[src/rtl/multi_light_controller_pkg.sv]
// Shared definitions for the multi-light controller: scheduler state encodings,
// LFSR feedback taps and the default power-up seed.
package multi_light_controller_pkg;

    typedef enum logic [1:0] {
        ST_IDLE      = 2'd0,
        ST_WAIT_BTWN = 2'd1,
        ST_PICK      = 2'd2
    } sched_state_e;

    // Taps 16,14,13,11 of a 16-bit Fibonacci LFSR map to bits 15,13,12,10.
    localparam logic [15:0] LFSR_TAPS    = 16'hB400;
    localparam logic [15:0] DEFAULT_SEED = 16'hACE1;

    function automatic logic [15:0] lfsr_next(input logic [15:0] cur);
        return {cur[14:0], ^(cur & LFSR_TAPS)};
    endfunction

endpackage

[src/rtl/lfsr16.sv]
// Free-running 16-bit Fibonacci LFSR used as the light-selection random source.
// A loaded zero seed is replaced by 1 so the register can never lock up.
module lfsr16
    import multi_light_controller_pkg::*;
#(
    parameter logic [15:0] SEED = DEFAULT_SEED
) (
    input  logic        clk,
    input  logic        reset,
    input  logic        load,
    input  logic [15:0] seed,
    output logic [15:0] num
);

    logic [15:0] num_q;

    always_ff @(posedge clk) begin
        if (!reset) begin
            num_q <= SEED;
        end else if (load) begin
            num_q <= (seed == 16'h0000) ? 16'h0001 : seed;
        end else begin
            num_q <= lfsr_next(num_q);
        end
    end

    assign num = num_q;

endmodule

[src/rtl/multi_light_controller.sv]
// Whack-a-mole style light scheduler: lights random lamps at a fixed gap, each held
// by a slot timer until it is hit or expires; hits and misses are counted per cycle.
module multi_light_controller
    import multi_light_controller_pkg::*;
#(
    parameter int          NUM_LIGHTS = 9,
    parameter int          NUM_SLOTS  = 2,
    parameter int          TIMER_W    = 28,
    parameter logic [15:0] SEED       = DEFAULT_SEED
) (
    input  logic                               clk,
    input  logic                               reset,
    input  logic                               start,
    input  logic                               load_seed,
    input  logic [15:0]                        seed_in,
    input  logic [TIMER_W-1:0]                 time_on,
    input  logic [TIMER_W-1:0]                 time_between,
    input  logic [NUM_LIGHTS-1:0]              hit,
    output logic [NUM_LIGHTS-1:0]              lights,
    output logic [3:0]                         light_pos,
    output logic [$clog2(NUM_SLOTS+1)-1:0]     hit_cnt,
    output logic [$clog2(NUM_SLOTS+1)-1:0]     miss_cnt
);

    localparam int CNT_W = $clog2(NUM_SLOTS + 1);

    sched_state_e            state_q;
    logic [TIMER_W-1:0]      gap_q;
    logic [3:0]              light_pos_q;
    logic [NUM_LIGHTS-1:0]   lights_q, lights_d;
    logic [CNT_W-1:0]        hit_cnt_q, hit_cnt_d;
    logic [CNT_W-1:0]        miss_cnt_q, miss_cnt_d;

    logic [15:0]             rng;
    logic [15:0]             lights_pad;
    logic [15:0]             hit_pad;
    logic [3:0]              cand;
    logic                    pick_ok;
    logic [NUM_SLOTS-1:0]    slot_busy;
    logic [NUM_SLOTS-1:0]    slot_hit;
    logic [NUM_SLOTS-1:0]    slot_exp;
    logic [NUM_SLOTS-1:0]    claim;
    logic [NUM_LIGHTS-1:0]   slot_clr [NUM_SLOTS];
    logic [NUM_LIGHTS-1:0]   set_mask, clr_mask;

    lfsr16 #(.SEED(SEED)) u_lfsr (
        .clk   (clk),
        .reset (reset),
        .load  (load_seed),
        .seed  (seed_in),
        .num   (rng)
    );

    assign lights_pad = 16'(lights_q);
    assign hit_pad    = 16'(hit);
    assign cand       = 4'(rng % 16'(NUM_LIGHTS));

    // Busy flags are registered, so a slot freed this cycle is only seen free next cycle.
    assign pick_ok  = start && (state_q == ST_PICK) && !(&slot_busy) && !lights_pad[cand];
    // Isolates the lowest clear bit of slot_busy: the lowest-index free slot.
    assign claim    = pick_ok ? (~slot_busy & (slot_busy + NUM_SLOTS'(1))) : '0;
    assign set_mask = pick_ok ? (NUM_LIGHTS'(1) << cand) : '0;

    for (genvar s = 0; s < NUM_SLOTS; s++) begin : g_slot
        logic               busy_q;
        logic [TIMER_W-1:0] tmr_q;
        logic [3:0]         light_q;
        logic               hit_now;
        logic               exp_now;

        // A hit in the expiry cycle takes precedence so the light is never counted twice.
        assign hit_now      = busy_q && hit_pad[light_q];
        assign exp_now      = busy_q && start && (tmr_q == '0) && !hit_now;
        assign slot_busy[s] = busy_q;
        assign slot_hit[s]  = hit_now;
        assign slot_exp[s]  = exp_now;
        assign slot_clr[s]  = (hit_now || exp_now) ? (NUM_LIGHTS'(1) << light_q) : '0;

        always_ff @(posedge clk) begin
            if (!reset) begin
                busy_q  <= 1'b0;
                tmr_q   <= '0;
                light_q <= '0;
            end else if (claim[s]) begin
                busy_q  <= 1'b1;
                tmr_q   <= time_on;
                light_q <= cand;
            end else if (hit_now || exp_now) begin
                busy_q  <= 1'b0;
            end else if (busy_q && start) begin
                tmr_q   <= tmr_q - TIMER_W'(1);
            end
        end
    end

    always_comb begin
        clr_mask   = '0;
        hit_cnt_d  = '0;
        miss_cnt_d = '0;
        for (int s = 0; s < NUM_SLOTS; s++) begin
            clr_mask   = clr_mask | slot_clr[s];
            hit_cnt_d  = hit_cnt_d + CNT_W'(slot_hit[s]);
            miss_cnt_d = miss_cnt_d + CNT_W'(slot_exp[s]);
        end
        lights_d = (lights_q & ~clr_mask) | set_mask;
    end

    always_ff @(posedge clk) begin
        if (!reset) begin
            state_q     <= ST_IDLE;
            gap_q       <= '0;
            light_pos_q <= '0;
        end else if (start) begin
            case (state_q)
                ST_IDLE: begin
                    state_q <= ST_WAIT_BTWN;
                    gap_q   <= time_between;
                end
                ST_WAIT_BTWN: begin
                    if (gap_q == '0) state_q <= ST_PICK;
                    else             gap_q   <= gap_q - TIMER_W'(1);
                end
                ST_PICK: begin
                    if (pick_ok) begin
                        light_pos_q <= cand;
                        gap_q       <= time_between;
                        state_q     <= ST_WAIT_BTWN;
                    end
                end
                default: state_q <= ST_IDLE;
            endcase
        end
    end

    always_ff @(posedge clk) begin
        if (!reset) begin
            lights_q   <= '0;
            hit_cnt_q  <= '0;
            miss_cnt_q <= '0;
        end else begin
            lights_q   <= lights_d;
            hit_cnt_q  <= hit_cnt_d;
            miss_cnt_q <= miss_cnt_d;
        end
    end

    assign lights    = lights_q;
    assign light_pos = light_pos_q;
    assign hit_cnt   = hit_cnt_q;
    assign miss_cnt  = miss_cnt_q;

endmodule

[config.mk]
export PLATFORM = sky130hd
export DESIGN_NAME = multi_light_controller
export DESIGN_NICKNAME = d
export VERILOG_FILES = /design/src/rtl/multi_light_controller_pkg.sv /design/src/rtl/lfsr16.sv /design/src/rtl/multi_light_controller.sv
export SDC_FILE = /design/constraint.sdc
export NUM_CORES = 1
export LEC_CHECK = 0
export CELL_PAD_IN_SITES_DETAIL_PLACEMENT = 0
export CELL_PAD_IN_SITES_GLOBAL_PLACEMENT = 1
export CORE_UTILIZATION = 44
export CTS_CLUSTER_SIZE = 12
export DETAILED_ROUTE_END_ITERATION = 8
export GPL_TIMING_DRIVEN = 0
export PLACE_DENSITY_LB_ADDON = 0.1
export SLEW_MARGIN = 20
export SYNTH_ARGS = -nofsm -noshare
export SYNTH_HDL_FRONTEND = slang
export SYNTH_SLANG_ARGS = --single-unit
[constraint.sdc]
create_clock -name clk -period 15.07 [get_ports clk]
set_clock_uncertainty 0.05 [all_clocks]
set_input_delay 2.2605 -clock clk [delete_from_list [all_inputs] [get_ports clk]]
set_output_delay 2.2605 -clock clk [all_outputs]
set_load 0.01 [all_outputs]
Yosys cells after proc, flatten, opt, wreduce, memory -nomap -nowiden
Index checks and enable logic that the tools add are counted.
Operators by class
  bitwise logic cells: 6
  add/sub/neg operators: 6
  magnitude comparators: 3
  shifts and indexed selects: 3
  multiplexer cells: 28
  div/mod/pow operators: 1
  equality and inequality tests: 7
  multiply operators: 0
  reductions and logical operators: 34
Operators with widths (count)
  $mux 28: 8
  $logic_not 28->1: 3
  $pmux 28 s3: 1
  $sub 28x1->28 const B: 3
  $mux 16: 2
  $mux 9: 3
  $shl 1x4->9 const A: 3
  $or 9x9->9: 2
  $logic_not 16->1: 1
  $mod 16x4->16 const B: 1
  $reduce_xor 16->1: 1
  $lt 4x5->1 const B: 3
  $bmux 1 s4: 3
  $logic_and 1x1->1: 11
  $ne 2x2->1 const B: 5
  $and 9x9->9: 1
  $not 9->9: 1
  $reduce_bool 2->1: 4
  $mux 1: 7
  $mux 2: 3
  $pmux 2 s3: 1
  $reduce_and 2->1: 3
  $reduce_and 3->1: 2
  $add 1x1->2: 2
  other kinds (10): 14
Word-level totals
  latch bits: 0
  RAM bits: 0
  memory bits (read-only): 0
  input bits: 85
  register bits after elaboration: 129
  memories: 0
  output and inout port bits: 17

Longest topological paths before layout
Gate-level depths: netlist of the first run.
  depth in word-level cells: 11
  gate-level depth with buffers: 53

Cells and area by module
A second synthesis of the first run with hierarchy kept.
Unflattened totals
  cells, all modules: 1272
  area, all modules: 10105.9 um^2
By module, submodules not included
  multi_light_controller: cells each 1211, times used 1, area each 9454.1 um^2
  lfsr16: cells each 61, times used 1, area each 651.9 um^2

Worst setup path before layout of the first run
No wires, ideal clock.
  path type: flip-flop to flip-flop
  start: register u_lfsr.num_q[13] (netlist: u_lfsr.num[13])
  end: register g_slot[1].tmr_q[11]
  setup time: 0.146 ns
  arrival: 11.034 ns
  data required time: 14.874 ns
  period minus slack after synthesis: 11.230 ns
  cell stages (with the launch flop): 53
  buffers on the path: 7
  slack: 3.840 ns
  cells stage by stage: dfxtp_1 -> buf_2 -> inv_1 -> ha_1 -> buf_2 -> nand3b_1 -> o311ai_1 -> a41oi_1 -> mux2i_2 -> inv_1 -> or3_1 -> buf_2 -> a31oi_4 -> nor3_2 -> nor3_1 -> buf_2 -> a311o_1 -> o32ai_1 -> [17 not listed] -> nand2_1 -> xnor2_1 -> inv_1 -> ha_1 -> nand2b_1 -> maj3_1 -> a211oi_1 -> and4_1 -> a41o_1 -> o211ai_2 -> or4_4 -> o31ai_2 -> a211oi_2 -> or4_1 -> buf_6 -> buf_2 -> nor2_1 -> a211oi_2
On the way
  longest elaborated chain between the ends: 8
RTL lines
  start: declaration: line lfsr16.sv:15  | logic [15:0] num_q;
  start signal: assignment: line lfsr16.sv:21  | num_q <= (seed == 16'h0000) ? 16'h0001 : seed;
  start signal: assignment: line lfsr16.sv:23  | num_q <= lfsr_next(num_q);
  $mod 16x4->16 (*): line multi_light_controller.sv:56  | assign cand = 4'(rng % 16'(NUM_LIGHTS));
  $bmux 1 s4 (*): line multi_light_controller.sv:59  | assign pick_ok = start && (state_q == ST_PICK) && !(&slot_busy) && !lights_pad[cand];
  $mux 1 (not written as such) (*): line multi_light_controller.sv:59
  $logic_not 1->1 (*): line multi_light_controller.sv:59
  $logic_and 1x1->1 (*): line multi_light_controller.sv:59
  $mux 2 (*): line multi_light_controller.sv:61  | assign claim = pick_ok ? (~slot_busy & (slot_busy + NUM_SLOTS'(1))) : '0;
  $ne 2x2->1 (no source line) / $reduce_bool 2->1 (equally long branches)
  $reduce_and 2->1 (no source line)
  end signal: assignment: line multi_light_controller.sv:86  | tmr_q <= time_on;
  end signal: assignment: line multi_light_controller.sv:91  | tmr_q <= tmr_q - TIMER_W'(1);
  end: declaration: line multi_light_controller.sv:66  | logic [TIMER_W-1:0] tmr_q;
Mark *: on every way between the ends. The rest lies on a longest branch, timed or not. The select of a mux whose other input is x is not followed.
A chain may end at the register's enable or synchronous reset.

Final worst setup path of the first run
  start: register u_lfsr.num_q[13] (netlist: u_lfsr.num[13])
  end: register g_slot[1].tmr_q[17]
The elaborated chain is that of the path after synthesis.

==> results.md, run 1 <==
- Outcome: completed
- Sink Count: 129
- Fmax: 72.8 MHz
- Register area share after synthesis: 23.9%
- Commonest cells in the netlist: 159 x nor2_1, 129 x dfxtp_1, 119 x nand2_1, 77 x a21oi_1, 69 x nor3_1
- Final nets: 1620
- Power, Total: 2420 µW
- Data arrival time of the critical path: 13.97 ns
- Syn Std Cell Area: 0.0108 mm²
- Postcts setup bufs: 0
- Synth area leader: dfxtp_1
- CP startpoint kind: flip-flop
- DR iter-0 viols: 948
- Vias: 11273
- Kind of cell adding the most delay to the critical path: simple AND/OR/NAND/NOR gates
- Max stage delay cell, worst path: or4_1
- Num CTS Buffers: 17
- Worst reg2reg path depth: 52
- ANT cells: 0
- Register area: 0.00258 mm²
- CP max stage delay: 0.55 ns
- CTS tree: built
- Clock root buffer: clkbuf_16
- FP Rows: 56
- Routed WL per cell: 18.9 µm
- Min-Delay Path Class: reg -> reg
- Worst Hold Launch: gap_q[15]$_SDFFE_PN0P_
- I/O Buffers: 99
- Io pins: 102
- Drt pass-1 iters: 7
- Post_cts resized: 0
- Tmin final: 13.74 ns
- Total Routing Usage GR: 28.6%
- Max_cap viols: 0
- CP Max Fanout: 10
- Synth Instances: 1407
- # setup viols final: 0
- Yosys top cell area share: 23.9%
- #FFs+latches synth: 129
- FF-to-FF End: g_slot[1].tmr_q[17]$_SDFFE_PN0P_
- Die X: 159 µm
- Layout cell share with drive strength beyond 1: 11.7%
- Starting Density: 45.5%
- Multi-input gate area: 0.00764 mm²
- Clk_lat worst skew: 0.44 ns
- Most common flop cell mapped by yosys: dfxtp_1
- Post-cts hold buffer count: 0
- Count of final hold-check violations: 0
- Power Dens Cells: 189 mW/mm²
- Antenna Nets Post-Route: 0
- Synthesis Warnings: 0
- Final WL: 35000 µm
- Initial antenna violation count: 0
- CTS HTree Levels: 4
- Design area: 0.0128 mm²
- WHS Endpoint: gap_q[15]$_SDFFE_PN0P_
- Total gr overflow: 0
- Final setup margin: 1.33 ns
- Worst hold stages: 2
- Max Root-Sink Buffers: 2
- Clk slew on worst S/H paths: 0.06 ns
- CP required: 15.31 ns
- Post-synth EDFFs: 0
- Most used cell, CP: buf_2
- Syn_nets: 1502
- Number of global-route vias before repair: 10498
- Async set-or-reset flop fraction in the synthesized netlist: 0%
- RSZ-0062 raised after global routing: no
- Most frequent cell after synthesis: nor2_1
- Post-placement worst setup slack: 1.63 ns
- Global-route wire length before repair: 56100 µm
- Fill cells: 2294
- Final count of pins violating max slew: 0
- Synth cell types: 115
- Core region area: 0.0238 mm²
- CP endpoint kind: flip-flop
- Setup Crit Path Kind: reg -> reg
- Residual DRC: 0
- Slew headroom: 43.3%
- Reg-to-reg slack, setup: 1.33 ns
- Actual slew at the worst max-slew pin: 0.837 ns
- Die Ht: 159 µm
- Layout Area Growth over Synthesis: 18.7%
- Mean Syn Cell Area: 7.67 µm²
- Crit Reg-Reg Startpoint: u_lfsr.num[13]$_SDFF_PN1_
- Buf/Inv on CP: 11
- Area contributors post-synth: dfxtp_1 24%, nor2_1 5.5%, xnor2_1 4.5%
- Via-to-Cell Ratio: 6.07
- Final setup TNS: 0 ns
- Lkg Pwr: 0.00459 µW
- Routability cong.: 0.934
- Hold WS: 0.433 ns
- Peak VDD IR: 0.223 mV
- Pin count of the biggest net entering global routing: 17
- Fin crit share: 91.1%
- Dpl cell area: 0.0122 mm²
- Post-detailed-placement half-perimeter wirelength: 26400 µm
- Die area: 0.0252 mm²
per-layer routing:
layer	GRT usage (%)	vias up	wire, µm
met5	0	-	0
met4	7.78	0	592
met1	39.9	5307	16500
met2	46.0	372	15900
met3	3.57	43	2050
li1	-	5551	-
cell type report:
cell class / count / area share, %
multi-input cells: 1151 / 59.7
flip-flops and latches: 129 / 20.2
repair buffers: 99 / 7.74
plain buffers: 89 / 3.41
clock buffers: 18 / 3.35
well taps: 319 / 3.12
clock inverters: 13 / 1.46
inverters: 38 / 1.11
report_power, final:
part           total (µW)  switching (µW)  internal (µW)
clock network         438             163            276
logic                1620            1030            589
registers             360            8.85            351
total                2420            1200           1220
worst register-to-register path, delay by kind of cell (launching register included):
| kind | cells | cell delay (ns) |
|---|---|---|
| fa+ha+maj | 4 | 1.05 |
| xor+xnor | 1 | 0.31 |
| flops | 1 | 0.41 |
| mux | 4 | 1.79 |
| buf+inv | 11 | 2.12 |
| simple gates | 17 | 4.31 |
| compound gates | 15 | 3.58 |
worst max-delay path by stage:
| stage | start | endpoint | slack, ns | depth (start not counted) |
|---|---|---|---|---|
| after floorplan | u_lfsr.num[13]$_SDFF_PN1_ | g_slot[1].tmr_q[11]$_SDFFE_PN0P_ | 3.84 | 52 |
| after global placement | u_lfsr.num[13]$_SDFF_PN1_ | g_slot[1].tmr_q[23]$_SDFFE_PN0P_ | 1.71 | 52 |
| after detailed placement | u_lfsr.num[13]$_SDFF_PN1_ | g_slot[1].tmr_q[17]$_SDFFE_PN0P_ | 1.63 | 52 |
| after CTS | u_lfsr.num[13]$_SDFF_PN1_ | g_slot[1].tmr_q[17]$_SDFFE_PN0P_ | 1.56 | 52 |
| after global routing | u_lfsr.num[13]$_SDFF_PN1_ | gap_q[24]$_SDFFE_PN0P_ | 0.24 | 50 |
| final | u_lfsr.num[13]$_SDFF_PN1_ | g_slot[1].tmr_q[17]$_SDFFE_PN0P_ | 1.33 | 52 |
per-stage QoR:
| step | instances | util (%) |
|---|---|---|
| final | 1856 | 53.9 |
| after global routing | 1856 | 53.9 |
| after CTS | 1856 | 53.9 |
| after detailed placement | 1825 | 51.3 |
| after global placement | 1825 | 51.3 |
| after floorplan | 1407 | - |
placed cells by master, fill, tap and decap left out, types with 26 or more instances in the layout:
| cell type | n |
|---|---|
| nor2_1 | 159 |
| dfxtp_1 | 129 |
| nand2_1 | 119 |
| clkdlybuf4s50_1 | 99 |
| a21oi_1 | 77 |
| nor3_1 | 69 |
| nand3_1 | 56 |
| o21ai_0 | 55 |
| xnor2_1 | 55 |
| clkbuf_1 | 53 |
| inv_1 | 35 |
| a211oi_1 | 35 |
| o211ai_1 | 31 |
| nor4_1 | 29 |
| o21ai_1 | 26 |
cells by family after synthesis:
| kind of cell | count (synthesis) | synth area share [%] |
|---|---|---|
| AND/OR/NAND/NOR | 584 | 27.3 |
| AO/OA/AOI/OAI | 442 | 31.3 |
| flip-flops | 129 | 23.9 |
| buffers and inverters | 127 | 5.37 |
| XOR/XNOR | 76 | 6.23 |
| multiplexers | 35 | 4.33 |
| adder cells (fa/ha/maj) | 14 | 1.53 |
flip-flops by register name, summed over array words and instances (netlist names):
| name | flops |
|---|---|
| miss_cnt | 2 |
| g_slot.busy_q | 2 |
| light_pos | 4 |
| g_slot.light_q | 8 |
| gap_q | 28 |
| lights | 9 |
| u_lfsr.num | 16 |
| hit_cnt | 2 |
| g_slot.tmr_q | 56 |
| state_q | 2 |
Note: power is estimated with default switching activity, not from simulation.
==> inputs of run 2 (changes only) <==
CORE_UTILIZATION = 49   (was 44)
DONT_BUFFER_PORTS = 1   (was unset)
==> run 2 against run 1 <==
Die area fell by 10%. Final area fell by 8.6%. Total power fell by 3.0%. Combinational power barely moved. Sequential power barely moved. Via count fell by 3.4%. Hold slack improved by 0.0017 ns. First-iteration DRC count fell by 25%. Critical path depth did not move. Maximum frequency rose by 1.4%. Critical path type unchanged. Largest cell class unchanged. Highest routed layer unchanged.
==> results.md, run 2 (synthesized netlist as in run 1, its figures left out) <==
- Final setup TNS: 0 ns
- CP endpoint kind: flip-flop
- Sink Count: 129
- Setup Crit Path Kind: reg -> reg
- Slew headroom: 43.8%
- Fin crit share: 89.8%
- Final WL: 34000 µm
- Clock root buffer: clkbuf_16
- FP Rows: 53
- Max Root-Sink Buffers: 2
- Commonest cells after routing, fill and taps aside: 159 x nor2_1, 129 x dfxtp_1, 119 x nand2_1
- Die X: 150 µm
- Drt pass-1 iters: 5
- Max_cap viols: 0
- Num CTS Buffers: 17
- CP required: 15.30 ns
- Lkg Pwr: 0.00420 µW
- Post-cts hold buffer count: 0
- Design area: 0.0117 mm²
- Final count of pins violating max slew: 0
- Number of global-route vias before repair: 10139
- Fmax: 73.9 MHz
- Tmin final: 13.54 ns
- CP startpoint kind: flip-flop
- Post_cts resized: 0
- I/O Buffers: 0
- Most common cell after layout, fill and taps aside: nor2_1
- Routability cong.: 0.923
- Most used cell, CP: buf_2
- Actual slew at the worst max-slew pin: 0.830 ns
- Postcts setup bufs: 0
- Die Ht: 150 µm
- Max stage delay cell, worst path: or4_1
- Max reg flops: 56
- Total gr overflow: 0
- CP Max Fanout: 10
- Outcome: completed
- Dpl cell area: 0.0111 mm²
- Pin count of the biggest net entering global routing: 17
- Count of final hold-check violations: 0
- Power Dens Cells: 201 mW/mm²
- Peak VDD IR: 0.161 mV
- Initial antenna violation count: 0
- Fill cells: 2099
- Layout cell share with drive strength beyond 1: 12.6%
- Clk slew on worst S/H paths: 0.06 ns
- CP max stage delay: 0.53 ns
- DR iter-0 viols: 712
- CTS HTree Levels: 4
- Reg with most FFs: g_slot.tmr_q
- Total Routing Usage GR: 30.4%
- Vias: 10887
- CTS tree: built
- ANT cells: 0
- Starting Density: 50.7%
- Layout Area Growth over Synthesis: 8.41%
- Via-to-Cell Ratio: 6.35
- Clk_lat worst skew: 0.43 ns
- Post-detailed-placement half-perimeter wirelength: 25800 µm
- Core region area: 0.0213 mm²
- Io pins: 102
- Die area: 0.0226 mm²
- Routed WL per cell: 19.8 µm
- # setup viols final: 0
- Residual DRC: 0
- Data arrival time of the critical path: 13.77 ns
- Global-route wire length before repair: 53700 µm
- RSZ-0062 raised after global routing: no
- Final nets: 1521
- Antenna Nets Post-Route: 0
- Min-Delay Path Class: reg -> reg
==> run 2: changes by cell type in the layout (fill, tap and decap cells not counted), sizes merged <==
cell / change
bufinv: -3
clkdlybuf4s50: -99
clkinvlp: -4
clkbuf: +1
clkinv: +7
==> run 2: power breakdown <==
part / switching (µW) / total (µW) / internal (µW)
sequential: 8.86 / 360 / 351
combinational: 1030 / 1600 / 571
clock: 159 / 390 / 231
==> run 2: cell type report <==
| class | instances | area [µm²] | share of cell area, % |
|---|---|---|---|
| Inverter | 38 | 143 | 1.22 |
| Multi-Input combinational cell | 1151 | 7640 | 65.3 |
| Clock inverter | 13 | 114 | 0.973 |
| Tap cell | 275 | 344 | 2.94 |
| Buffer | 89 | 437 | 3.73 |
| Sequential cell | 129 | 2580 | 22.1 |
| Clock buffer | 19 | 443 | 3.78 |
==> run 2: routing by layer <==
| metal | vias to the layer above | GRT usage (%) | routed length (µm) |
|---|---|---|---|
| met4 | 0 | 9.24 | 782 |
| met3 | 49 | 7.88 | 2530 |
| met1 | 5131 | 38.4 | 14700 |
| met5 | - | 0 | 0 |
| li1 | 5341 | - | - |
| met2 | 366 | 50.4 | 15900 |
==> run 2: worst paths after layout <==
check / slack (ns) / depth (start not counted) / end / startpoint
max: 1.53 / 52 / g_slot[1].tmr_q[17]$_SDFFE_PN0P_ / u_lfsr.num[13]$_SDFF_PN1_
min: 0.43 / 2 / gap_q[1]$_SDFFE_PN0P_ / gap_q[1]$_SDFFE_PN0P_
max reg2reg: 1.53 / 52 / g_slot[1].tmr_q[17]$_SDFFE_PN0P_ / u_lfsr.num[13]$_SDFF_PN1_
min reg2reg: 0.43 / 2 / gap_q[1]$_SDFFE_PN0P_ / gap_q[1]$_SDFFE_PN0P_
==> run 2: worst max-delay path: cells and delay by family (launching register included) <==
kind | cells | cell delay [ns]
compound gates | 15 | 3.58
xor+xnor | 1 | 0.30
fa+ha+maj | 4 | 1.03
buf+inv | 11 | 2.10
flops | 1 | 0.41
mux | 4 | 1.74
simple gates | 17 | 4.15
==> run 2: per-stage QoR <==
step | instances | power [µW] | hold slack [ns] | utilization (%) | setup WS (ns)
final | 1714 | 2350 | 0.435 | 55.0 | 1.53
after global routing | 1714 | 2520 | 0.448 | 55.0 | 0.558
after CTS | 1714 | 2330 | 0.435 | 55.0 | 1.76
after detailed placement | 1682 | 1930 | 0.423 | 52.4 | 1.82
after global placement | 1682 | 1930 | 0.415 | 52.3 | 1.80
after floorplan | 1407 | 1600 | 0.394 | - | 3.84
